--- config.mk ---
export PLATFORM = sky130hd
export DESIGN_NAME = cacheline_adaptor
export DESIGN_NICKNAME = d
export VERILOG_FILES = /design/src/rtl/rv32i_types.sv /design/src/rtl/cacheline_adaptor.sv
export SDC_FILE = /design/constraint.sdc
export NUM_CORES = 1
export LEC_CHECK = 0
export ABC_AREA = 1
export CAP_MARGIN = 25
export CORE_AREA = 2 2 278 280
export CTS_CLUSTER_SIZE = 8
export DETAILED_ROUTE_END_ITERATION = 10
export DIE_AREA = 0 0 280 282
export GPL_TIMING_DRIVEN = 0
export PLACE_DENSITY = 0.55
export SYNTH_ARGS = -nofsm -noshare
export SYNTH_HDL_FRONTEND = slang
export SYNTH_SLANG_ARGS = --single-unit
--- constraint.sdc ---
create_clock -name clk -period 2.9 [get_ports clk]
set_input_delay 0.58 -clock clk [delete_from_list [all_inputs] [get_ports clk]]
set_output_delay 0.58 -clock clk [all_outputs]
set_load 0.005 [all_outputs]
--- src/rtl/rv32i_types.sv ---
// rtl/rv32i_types.sv - shared cache datapath types, including the memory burst geometry
package rv32i_types;

  typedef logic [31:0] rv32i_word;

  localparam int BURST_W = 64;
  localparam int BURSTS  = 4;
  localparam int LINE_W  = 256;

  typedef logic [LINE_W-1:0] cacheline_t;

endpackage

--- src/rtl/cacheline_adaptor.sv ---
// rtl/cacheline_adaptor.sv - converts 256-bit cache line fills/writebacks into memory bursts
// Optional beat timeout enabled by CACHELINE_ADAPTOR_TIMEOUT_EN.
module cacheline_adaptor
  import rv32i_types::cacheline_t;
  import rv32i_types::rv32i_word;
#(
  parameter int BURST_W = rv32i_types::BURST_W,
  parameter int BURSTS  = rv32i_types::BURSTS
) (
  input  logic                clk,
  input  logic                rst,
  input  rv32i_word           address_i,
  input  cacheline_t          line_i,
  input  logic                read_i,
  input  logic                write_i,
  output cacheline_t          line_o,
  output logic                resp_o,
  output logic                err_o,
  input  logic [BURST_W-1:0]  burst_i,
  output logic [BURST_W-1:0]  burst_o,
  output rv32i_word           address_o,
  output logic                read_o,
  output logic                write_o,
  input  logic                resp_i
);

  localparam int CW = (BURSTS > 1) ? $clog2(BURSTS) : 1;
  localparam logic [CW-1:0] LAST_BEAT = CW'(BURSTS - 1);

  typedef enum logic [1:0] {IDLE, READ, WRITE, DONE} state_e;

  state_e     state_q, state_d;
  logic [CW-1:0] cnt_q, cnt_d;
  cacheline_t line_q, line_d;
  cacheline_t wline_q, wline_d;
  rv32i_word  addr_q, addr_d;

`ifdef CACHELINE_ADAPTOR_TIMEOUT_EN
  logic [7:0] idle_q, idle_d;
  logic       err_q, err_d;
  logic       timeout;
  assign timeout = (idle_q == 8'd254) && !resp_i;
`endif

  always_ff @(posedge clk or negedge rst) begin
    if (!rst) begin
      state_q <= IDLE;
      cnt_q   <= '0;
      line_q  <= '0;
      wline_q <= '0;
      addr_q  <= '0;
`ifdef CACHELINE_ADAPTOR_TIMEOUT_EN
      idle_q  <= '0;
      err_q   <= 1'b0;
`endif
    end else begin
      state_q <= state_d;
      cnt_q   <= cnt_d;
      line_q  <= line_d;
      wline_q <= wline_d;
      addr_q  <= addr_d;
`ifdef CACHELINE_ADAPTOR_TIMEOUT_EN
      idle_q  <= idle_d;
      err_q   <= err_d;
`endif
    end
  end

  always_comb begin
    state_d = state_q;
    cnt_d   = cnt_q;
    line_d  = line_q;
    wline_d = wline_q;
    addr_d  = addr_q;
    resp_o  = 1'b0;
    read_o  = 1'b0;
    write_o = 1'b0;
`ifdef CACHELINE_ADAPTOR_TIMEOUT_EN
    err_d   = err_q;
    idle_d  = idle_q;
    if (state_q == IDLE || resp_i) begin
      idle_d = '0;
    end else if (state_q == READ || state_q == WRITE) begin
      idle_d = idle_q + 8'd1;
    end
`endif
    case (state_q)
      IDLE: begin
`ifdef CACHELINE_ADAPTOR_TIMEOUT_EN
        err_d = 1'b0;
`endif
        // write wins over read so a dirty victim is flushed before its refill
        if (write_i) begin
          state_d = WRITE;
          wline_d = line_i;
          addr_d  = {address_i[31:5], 5'b0};
          cnt_d   = '0;
        end else if (read_i) begin
          state_d = READ;
          addr_d  = {address_i[31:5], 5'b0};
          cnt_d   = '0;
        end
      end
      READ: begin
        read_o = 1'b1;
        if (resp_i) begin
          line_d[int'(cnt_q)*BURST_W +: BURST_W] = burst_i;
          cnt_d = cnt_q + 1'b1;
          if (cnt_q == LAST_BEAT) state_d = DONE;
        end
`ifdef CACHELINE_ADAPTOR_TIMEOUT_EN
        else if (timeout) begin
          state_d = DONE;
          err_d   = 1'b1;
        end
`endif
      end
      WRITE: begin
        write_o = 1'b1;
        if (resp_i) begin
          cnt_d = cnt_q + 1'b1;
          if (cnt_q == LAST_BEAT) state_d = DONE;
        end
`ifdef CACHELINE_ADAPTOR_TIMEOUT_EN
        else if (timeout) begin
          state_d = DONE;
          err_d   = 1'b1;
        end
`endif
      end
      DONE: begin
        resp_o  = 1'b1;
        state_d = IDLE;
      end
      default: state_d = IDLE;
    endcase
  end

`ifdef CACHELINE_ADAPTOR_TIMEOUT_EN
  assign err_o = resp_o & err_q;
`else
  assign err_o = 1'b0;
`endif

  assign burst_o   = wline_q[int'(cnt_q)*BURST_W +: BURST_W];
  assign line_o    = line_q;
  assign address_o = addr_q;

endmodule

=== Word-level counts from Yosys, hierarchy flattened ===
Index checks and enable logic that the tools add are counted.

* $add $sub $neg: 2
* Equal/unequal tests: 7
* Shift-type cells: 3
* Multiplexer cells: 15
* Reductions and logical operators: 9

{| class="wikitable"
|+ Operator list
! operator !! count
|-
| $bwmux 256 || 1
|-
| $shift 64x33->256 const A || 1
|-
| $shiftx 256x9->64 || 1
|-
| $shiftx 64x33->256 || 1
|-
| $mux 32 || 2
|-
| $neg 8->33 || 1
|-
| $mux 2 || 7
|-
| $eq 2x2->1 const B || 3
|-
| $pmux 2 s3 || 1
|-
| $reduce_and 2->1 || 3
|-
| $reduce_and 3->1 || 2
|-
| $ne 2x1->1 const B || 2
|-
| $pmux 2 s2 || 1
|-
| $reduce_bool 2->1 || 2
|-
| $mux 1 || 3
|-
| $ne 3x3->1 const B || 1
|-
| $add 2x1->2 const B || 1
|-
| $eq 2x1->1 const B || 1
|-
| $logic_not 2->1 || 1
|-
| $reduce_or 2->1 || 1
|}

* Register bits: 548
* Bits of input ports: 357
* Output and inout port bits: 356
* Word-level logic and storage cells: 41

=== Depth between registers and ports, before layout ===
Gate-level depths: netlist of the first run.

* Depth after elaboration: 4
* Mapped depth: 11
* Mapped depth without buffers: 7

=== Worst setup path before layout of the first run ===
No wires, ideal clock.

* Path kind: register to register
* Start: register cnt_q[0]
* End: register line_q[141], in the netlist line_o[141]
* Setup time: 66 ps
* Arrival: 1984 ps
* Data required time: 2834 ps
* Path slack: 851 ps
* Cell stages (with the launch flop): 11
* Path buffers: 4
* Period minus slack after synthesis: 2049 ps
* Cells stage by stage: dfrtp_1 > inv_2 > buf_6 > buf_6 > buf_2 > ha_1 > nand2_1 > nor2_2 > buf_2 > nand3_1 > nand2_1

* Longest elaborated chain between the ends: 3
* Elaborated cells on any way between the ends: 4
* Those cells by class: 1 x add/sub; 2 x shift; 1 x mux

{| class="wikitable"
|+ RTL lines
! element !! RTL line !! source
|-
| from (decl) || cacheline_adaptor.sv:33 || <nowiki>logic [CW-1:0] cnt_q, cnt_d;</nowiki>
|-
| from (signal assigned) || cacheline_adaptor.sv:58 || <nowiki>cnt_q <= cnt_d;</nowiki>
|-
| $neg 8->33 * || cacheline_adaptor.sv:107 || <nowiki>line_d[int'(cnt_q)*BURST_W +: BURST_W] = burst_i;</nowiki>
|-
| $shiftx 64x33->256 or $shift 64x33->256 (tied branches) || cacheline_adaptor.sv:107 ||
|-
| $bwmux 256 * || cacheline_adaptor.sv:107 ||
|-
| to (signal assigned) || cacheline_adaptor.sv:59 || <nowiki>line_q <= line_d;</nowiki>
|-
| to (decl) || cacheline_adaptor.sv:34 || <nowiki>cacheline_t line_q, line_d;</nowiki>
|}

Mark *: on every way between the ends. The rest lies on a longest branch, timed or not.
A chain may end at the register's enable or synchronous reset.

=== Worst setup path in the final report of the first run ===
* Start: register cnt_q[0]
* End: output port burst_o[11]

* Longest elaborated chain between the ends: 1

{| class="wikitable"
|+ RTL lines
! element !! RTL line !! source
|-
| $shiftx 256x9->64 || cacheline_adaptor.sv:145 || <nowiki>assign burst_o = wline_q[int'(cnt_q)*BURST_W +: BURST_W];</nowiki>
|-
| to (decl) || cacheline_adaptor.sv:20 || <nowiki>output logic [BURST_W-1:0] burst_o,</nowiki>
|}

Every way passes these cells.

==> results by group, run 1 <==
Placement
  – Port buffer count: 700
  – Hpwl dp: approximately 86000 microns
  – Placed cell count: 4521
  – GPL Wtd Cong: roughly 0.95

Route
  – Routed WL: roughly 110000 microns
  – Total iterations of the first detailed-routing run: 5
  – Vias per cell: 4.91
  – DR vias: 22700
  – 1st-iter DRT viols: between 1500 and 2000
  – DRC errors left: 0
  – ANT nets after route: 0
  – DR WL/cell: 24.0 microns

Critical path
  – Critical path depth: 7
  – CP cell instances: inv_4 -> buf_12 -> buf_4 -> a21oi_1 -> o21ai_0 -> nand2_2 -> clkdlybuf4s50_1
  – Worst path bufs/invs: 4
  – CP arrival: roughly 2400 ps
  – Crit end category: output port
  – Startpoint Class: flop
  – Reg2reg end: line_o[146]
  – Slowest Stage Delay on Critical Path: between 500 and 600 ps
  – Critical Path RT: between 2000 and 2500 ps
  – Crit path max fanout: 10
  – Crit path from: cnt_q[0]
  – CP Class: reg -> out
  – Worst setup endpoint: burst_o[11]
  – Flop-to-flop setup slack: 280 ps
  – R2R Path Start: cnt_q[0]
  – Top Family by Delay on Critical Path: buffers and inverters
  – Slowest CP cell: clkdlybuf4s50_1
  – Reg2Reg Depth: 10

Outcome
  – Failing checks: setup timing
  – Status: finished, violations left

CTS
  – CTS sink cnt: about 540
  – Num CTS Buffers: 78
  – Clock-pin slew on the worst setup and hold paths: approximately 50 ps
  – Root buf cell: clkbuf_16
  – Clock buffer depth: 3
  – H-tree levels: 3
  – Clock insertion delay at the later pin of the skew report: approximately 620 ps
  – CTS tree: done

Global route
  – Gr usage total: between 20% and 30%
  – Antenna violations before repair: 22
  – Pin count of the biggest net entering global routing: about 120
  – Vias in the first global route: around 23000
  – First-pass GRT wire length: between 150000 and 200000 microns
  – Grt ovf: 0

Yosys
  – Post-synthesis sequential area ratio: between 50 and 60%
  – Synth unique cells: 20
  – Cell area after synthesis: ~0.023 sq mm
  – Synth top area cells: dfrtp_1 (58%), nand2_1 (15%), nand3_1 (7.0%)
  – Flops & latches, synth: between 500 and 600
  – Ys Warns: 0
  – Cell taking the most area after synthesis: dfrtp_1
  – Mean Syn Cell Area: 8.26 sq um
  – Cells after synthesis: ~2800
  – Top-area cell type share of the netlist area: between 50% and 60%

Die
  – Die area: between 0.07 and 0.08 sq mm
  – Num rows: approximately 100
  – Starting Density: 30.9%
  – Top Ports: around 700
  – Core area: 0.0757 sq mm
  – DIE WIDTH: around 280 microns
  – Height of the die: between 200 and 300 microns

Power
  – Worst VDD drop: roughly 0.53 mV
  – Power Density: about 1000 mW/mm^2
  – Lkg Pwr: approximately 17 nW

Timing
  – Final Setup Violations: 1
  – Final worst path period share: 104%
  – Min cycle time layout: 3010 ps
  – RSZ-0062 raised after global routing: yes
  – PnR worst setup slack: -108 ps
  – Slew Limit Fails: 0
  – Endpoints failing hold: 0
  – Hold Worst Slack: about 420 ps
  – Slew @ Worst Pin: approximately 650 ps
  – Max-slew headroom: between 50% and 60%
  – Sum of negative setup slack: -108 ps
  – Setup Skew: 19.1 ps
  – Achievable frequency: 332 MHz

Layout
  – # nets final: roughly 4000
  – Area Overhead vs Synth: 48.3%
  – Final Non-Filler Cells: around 4600
  – Share of cells above drive strength 1: under 10%

Min path
  – Min-delay worst type: in -> async

Flow run
  – Maximum Capacitance Violations: 0
[sequential cells by signal, summed over array words and instances (netlist names)]
register   count
line_o       256
wline_q      256
state_q        2
address_o     27
cnt_q          2
[power breakdown]
part | internal (W) | switching, W | total (W)
registers | 0.0102 | 0.00148 | 0.0117
clock network | 0.00485 | 0.00343 | 0.00828
logic | 0.00593 | 0.00894 | 0.0149
total | 0.0210 | 0.0139 | 0.0348
[cells in the final DEF, fill, tap and decap left out, types with 19 or more instances in the layout]
| master | n |
|---|---|
| dfrtp_1 | 541 |
| clkbuf_1 | 80 |
| nand3_1 | 324 |
| buf_4 | 29 |
| buf_2 | 56 |
| o21ai_1 | 26 |
| clkdlybuf4s50_1 | 636 |
| inv_1 | 143 |
| buf_1 | 19 |
| o21ai_0 | 198 |
| nor2_1 | 219 |
| nand2_1 | 932 |
| a21oi_1 | 113 |
| clkbuf_2 | 29 |
| o21ai_2 | 54 |
| clkbuf_16 | 80 |
[what timing repair did]
item	4_1_cts	5_1_grt
gates resized for setup	327	109
endpoints found under the hold margin	34	0
setup buffers	6	5
hold buffers	1	0
endpoints found under the setup margin	292	50
gates cloned	0	1
pin swaps	21	12
[per-layer routing]
metal / global-route usage [%] / vias up / part of all wire [%]
met5: 0 / - / 0.13
met4: 10.6 / 22 / 3.9
met3: 7.27 / 189 / 7.8
met2: 47.5 / 853 / 49
met1: 33.2 / 11000 / 39
li1: - / 10700 / -
[worst min-delay path by stage]
stage,depth (start not counted),slack [ps],start,endpoint
6_report,2,420,rst,wline_q[76]
3_3_place_gp,2,450,wline_q[227],wline_q[227]
5_1_grt,2,420,rst,wline_q[76]
2_1_floorplan,0,280,rst,address_o[10]
4_1_cts,2,390,rst,wline_q[76]
3_5_place_dp,2,450,wline_q[24],wline_q[24]
[stage by stage]
stage / worst slack (ps) / utilization [%] / instance area (sq um) / total power, W
2_1_floorplan: 851 / - / 23400 / 0.0175
3_3_place_gp: -24460 / 41.8 / 31600 / 0.0257
3_5_place_dp: -786 / 42.0 / 31800 / 0.0258
4_1_cts: -214 / 45.6 / 34600 / 0.0349
5_1_grt: -164 / 45.8 / 34700 / 0.0368
6_report: -108 / 45.8 / 34700 / 0.0348
[worst reg2reg max path, cell delays in order, from the launching register on]
cell and delay, ps:
dfrtp_2 470, inv_4 70, buf_12 160, buf_16 160, buf_12 170, ha_1 350, nand2_1 130, nor2_2 470
buf_2 370, nand3_1 110, nand2_1 80
[final cells by class]
class / instances / area (sq um)
fillers: 7572 / 41000
flip-flops and latches: 543 / 13600
multi-input cells: 1945 / 8800
repair buffers: 718 / 7170
clock buffers: 81 / 1990
plain buffers: 204 / 1250
well taps: 978 / 1220
inverters: 146 / 551
clock inverters: 8 / 100
diodes: 4 / 10.0
[logic make-up (layout without fill, tap and decap cells)]
logic type               after synthesis  in the layout  share of synthesized area, %
buffers and inverters                350           1157                          6.25
other                                  1             10                        0.0160
AND/OR/NAND/NOR                     1514           1514                          26.1
adder cells (fa/ha/maj)               12             12                         0.642
AO/OA/AOI/OAI                        413            413                          8.85
flip-flops                           543            543                          58.1
[cell usage after synthesis]
| cell type | number |
|---|---|
| inv_2 | 3 |
| nand2_1 | 948 |
| dfrtp_1 | 543 |
| conb_1 | 1 |
| nor2_2 | 1 |
| a21oi_1 | 128 |
| inv_1 | 143 |
| buf_6 | 2 |
| buf_2 | 71 |
| buf_1 | 21 |
| clkbuf_1 | 98 |
| buf_4 | 12 |
| nor2_1 | 235 |
| ha_1 | 12 |
| nand4_1 | 2 |
| o21ai_1 | 24 |
| o21ai_0 | 260 |
| nor2_4 | 2 |
| nand3_1 | 326 |
| o21ai_2 | 1 |
No activity file was read; power rests on OpenSTA's default activity.
==> run 2, diff against run 1 <==
Settings changed: MAX_ROUTING_LAYER from default to met4, PLACE_DENSITY 0.55 to 0.63.
==> run 2 against run 1 <==
The flow still finishes with violations (setup timing). Sequential power about the same. Total power is 1.2% higher. Die area unchanged. Hold slack gained 42 ps. Critical path depth is 1 higher. Worst setup slack better by 32 ps. Sequential share of layout area is 0.26 points lower. Non-clock buffer count increased by 6. Count of clock-buffer cells in the layout rose by 3. Sequential cell count stayed put. Clock skew fell by 3.7 ps. Largest power group unchanged.
==> results by group, run 2 (synthesis gave the netlist of run 1 again) <==
Outcome
  – Status: finished, violations left (unchanged)
  – Failing checks: setup timing (unchanged)

Critical path
  – Startpoint Class: flop (unchanged)
  – CP Class: reg -> out (unchanged)
  – Slowest Stage Delay on Critical Path: 530 ps (was 510 ps)
  – CP arrival: 2400 ps (was 2430 ps)
  – Worst path bufs/invs: 4 (unchanged)
  – Critical Path RT: 2320 ps (about the same)
  – CP cell instances: inv_4 -> buf_12 -> buf_12 -> nor2_1 -> nor2_1 -> o21ai_2 -> nand2_1 -> clkdlybuf4s50_1 (was inv_4 -> buf_12 -> buf_4 -> a21oi_1 -> o21ai_0 -> nand2_2 -> clkdlybuf4s50_1)
  – Slowest CP cell: clkdlybuf4s50_1 (unchanged)
  – Top Family by Delay on Critical Path: buffers and inverters (unchanged)
  – Crit path max fanout: 10 (unchanged)
  – Crit end category: output port (unchanged)

Timing
  – Hold Worst Slack: 464 ps (was 422 ps)
  – Setup Skew: 15.4 ps (was 19.1 ps)
  – Endpoints failing hold: 0 (unchanged)
  – RSZ-0062 raised after global routing: yes (unchanged)
  – Max-slew headroom: 52.5% (was 56.5%)
  – Slew @ Worst Pin: 712 ps (was 652 ps)
  – Slew Limit Fails: 0 (unchanged)
  – PnR worst setup slack: -75.6 ps (was -108 ps)
  – Min cycle time layout: 2980 ps (was 3010 ps)
  – Achievable frequency: 336 MHz (was 332 MHz)
  – Final worst path period share: 103% (was 104%)
  – Final Setup Violations: 1 (unchanged)

CTS
  – CTS tree: done (unchanged)
  – Num CTS Buffers: 78 (unchanged)
  – H-tree levels: 3 (unchanged)
  – Clock-pin slew on the worst setup and hold paths: 60 ps (was 50 ps)
  – CTS sink cnt: 543 (unchanged)
  – Clock insertion delay at the later pin of the skew report: 610 ps (was 620 ps)
  – Clock buffer depth: 3 (unchanged)
  – Root buf cell: clkbuf_16 (unchanged)

Die
  – Core area: 0.0757 sq mm (unchanged)
  – Height of the die: 282 microns (unchanged)
  – DIE WIDTH: 280 microns (unchanged)
  – Top Ports: 713 (unchanged)
  – Die area: 0.0790 sq mm (unchanged)
  – Starting Density: 30.9% (unchanged)
  – Num rows: 101 (unchanged)

Route
  – DR vias: 22900 (was 22700)
  – DR WL/cell: 23.6 microns (was 24.0 microns)
  – Total iterations of the first detailed-routing run: 5 (unchanged)
  – Routed WL: 110000 microns (was 111000 microns)
  – DRC errors left: 0 (unchanged)
  – Vias per cell: 4.93 (was 4.91)
  – ANT nets after route: 0 (unchanged)
  – 1st-iter DRT viols: 1908 (was 1723)

Power
  – Power share of the sequential group: 33.2% (was 33.5%)
  – Clock power frac: 23.8% (about the same)
  – Sw frac: 40.2% (was 39.8%)
  – Power Density: 1010 mW/mm^2 (was 1000 mW/mm^2)
  – Internal cell power: 0.0211 W (was 0.0210 W)
  – Worst VDD drop: 0.468 mV (was 0.528 mV)
  – Lkg Pwr: 16.9 nW (was 17.0 nW)
  – Combinational fraction of design power: 43.0% (was 42.7%)
  – Switching pwr: 0.0142 W (was 0.0139 W)

Layout
  – Most frequent cells in the layout: nand2_1 (931), clkdlybuf4s50_1 (636), dfrtp_1 (541), nand3_1 (324), nor2_1 (207) (was nand2_1 (932), clkdlybuf4s50_1 (636), dfrtp_1 (541), nand3_1 (324), nor2_1 (219))
  – # nets final: 4011 (was 4005)
  – Area Overhead vs Synth: 49.3% (was 48.3%)
  – Fin util: 46.1% (was 45.8%)
  – Commonest non-fill, non-tap cell in the layout: nand2_1 (unchanged)
  – Share of cells above drive strength 1: 11.1% (was 9.88%)

Global route
  – Gr usage total: 28.4% (was 27.7%)
  – Pin count of the biggest net entering global routing: 113 (was 116)
  – Grt ovf: 0 (unchanged)
  – First-pass GRT wire length: 157000 microns (was 158000 microns)
  – Vias in the first global route: 23000 (was 22700)
  – Antenna violations before repair: 23 (was 22)

Flow run
  – Maximum Capacitance Violations: 0 (unchanged)

Placement
  – GPL Wtd Cong: 0.933 (was 0.955)
  – Place WS: -564 ps (was -786 ps)
  – Hpwl dp: 84900 microns (was 85900 microns)
  – Port buffer count: 700 (unchanged)

Min path
  – Min-delay worst type: reg -> reg (was in -> async)
run 2: per-stage QoR:
step | area, sq um | TNS (ps) | std cells | total power [W]
floorplan | 23400 | 0 | 2838 | 0.0175
global placement | 31600 | - | 4516 | 0.0257
detailed placement | 31800 | -60950 | 4521 | 0.0259
CTS | 34800 | -2230 | 4621 | 0.0353
global route | 34900 | -274 | 4652 | 0.0373
finish | 34900 | -75.6 | 4652 | 0.0352
run 2: worst min-delay path: cells and delay by family, from the launching register on:
family        cells  cell delay [ps]
flops             1              340
simple gates      2               90
run 2: power groups by stage:
| stage | Combinational [W] | Clock (W) | Sequential [W] |
|---|---|---|---|
| finish | 0.0151 | 0.00839 | 0.0117 |
| global route | 0.0165 | 0.00882 | 0.0119 |
| CTS | 0.0151 | 0.00852 | 0.0117 |
| detailed placement | 0.0143 | 0 | 0.0116 |
| global placement | 0.0141 | 0 | 0.0116 |
| floorplan | 0.00613 | 0 | 0.0113 |
run 2: worst paths after layout:
check	cells after the start	endpoint	start	slack (ps)
setup / recovery	8	burst_o[3]	cnt_q[0]	-80
hold / removal	2	wline_q[60]	wline_q[60]	460
setup reg to reg	8	line_o[105]	cnt_q[1]	170
hold reg to reg	2	wline_q[60]	wline_q[60]	460
max in group asynchronous	5	line_o[47]	rst	470
min in group asynchronous	2	wline_q[86]	rst	500
run 2: cell type report:
cell class	count	area (sq um)
antenna	22	55.1
inverter	146	551
timing repair buffer	724	7120
multi-input combinational	1945	9040
clock buffer	84	2040
buffer	204	1220
fill	7514	40800
clock inverter	6	90.1
sequential	543	13600
tap	978	1220
run 2: layer usage:
metal  up-vias  part of all wire, %  global-route usage, %
li1      10700                    -                      -
met1     11100                   38                   31.9
met2      1042                   49                   47.6
met3       172                  9.1                   8.19
met4         0                  4.0                   11.2
met5         -                    0                      -
run 2: what timing repair did:
action                                 in CTS  in global routing
endpoints found under the hold margin      57                  0
gates resized for setup                   410                116
hold buffers                                1                  0
pin swaps                                  31                 11
setup endpoints to repair                 291                 75
buffers inserted                            9                  9
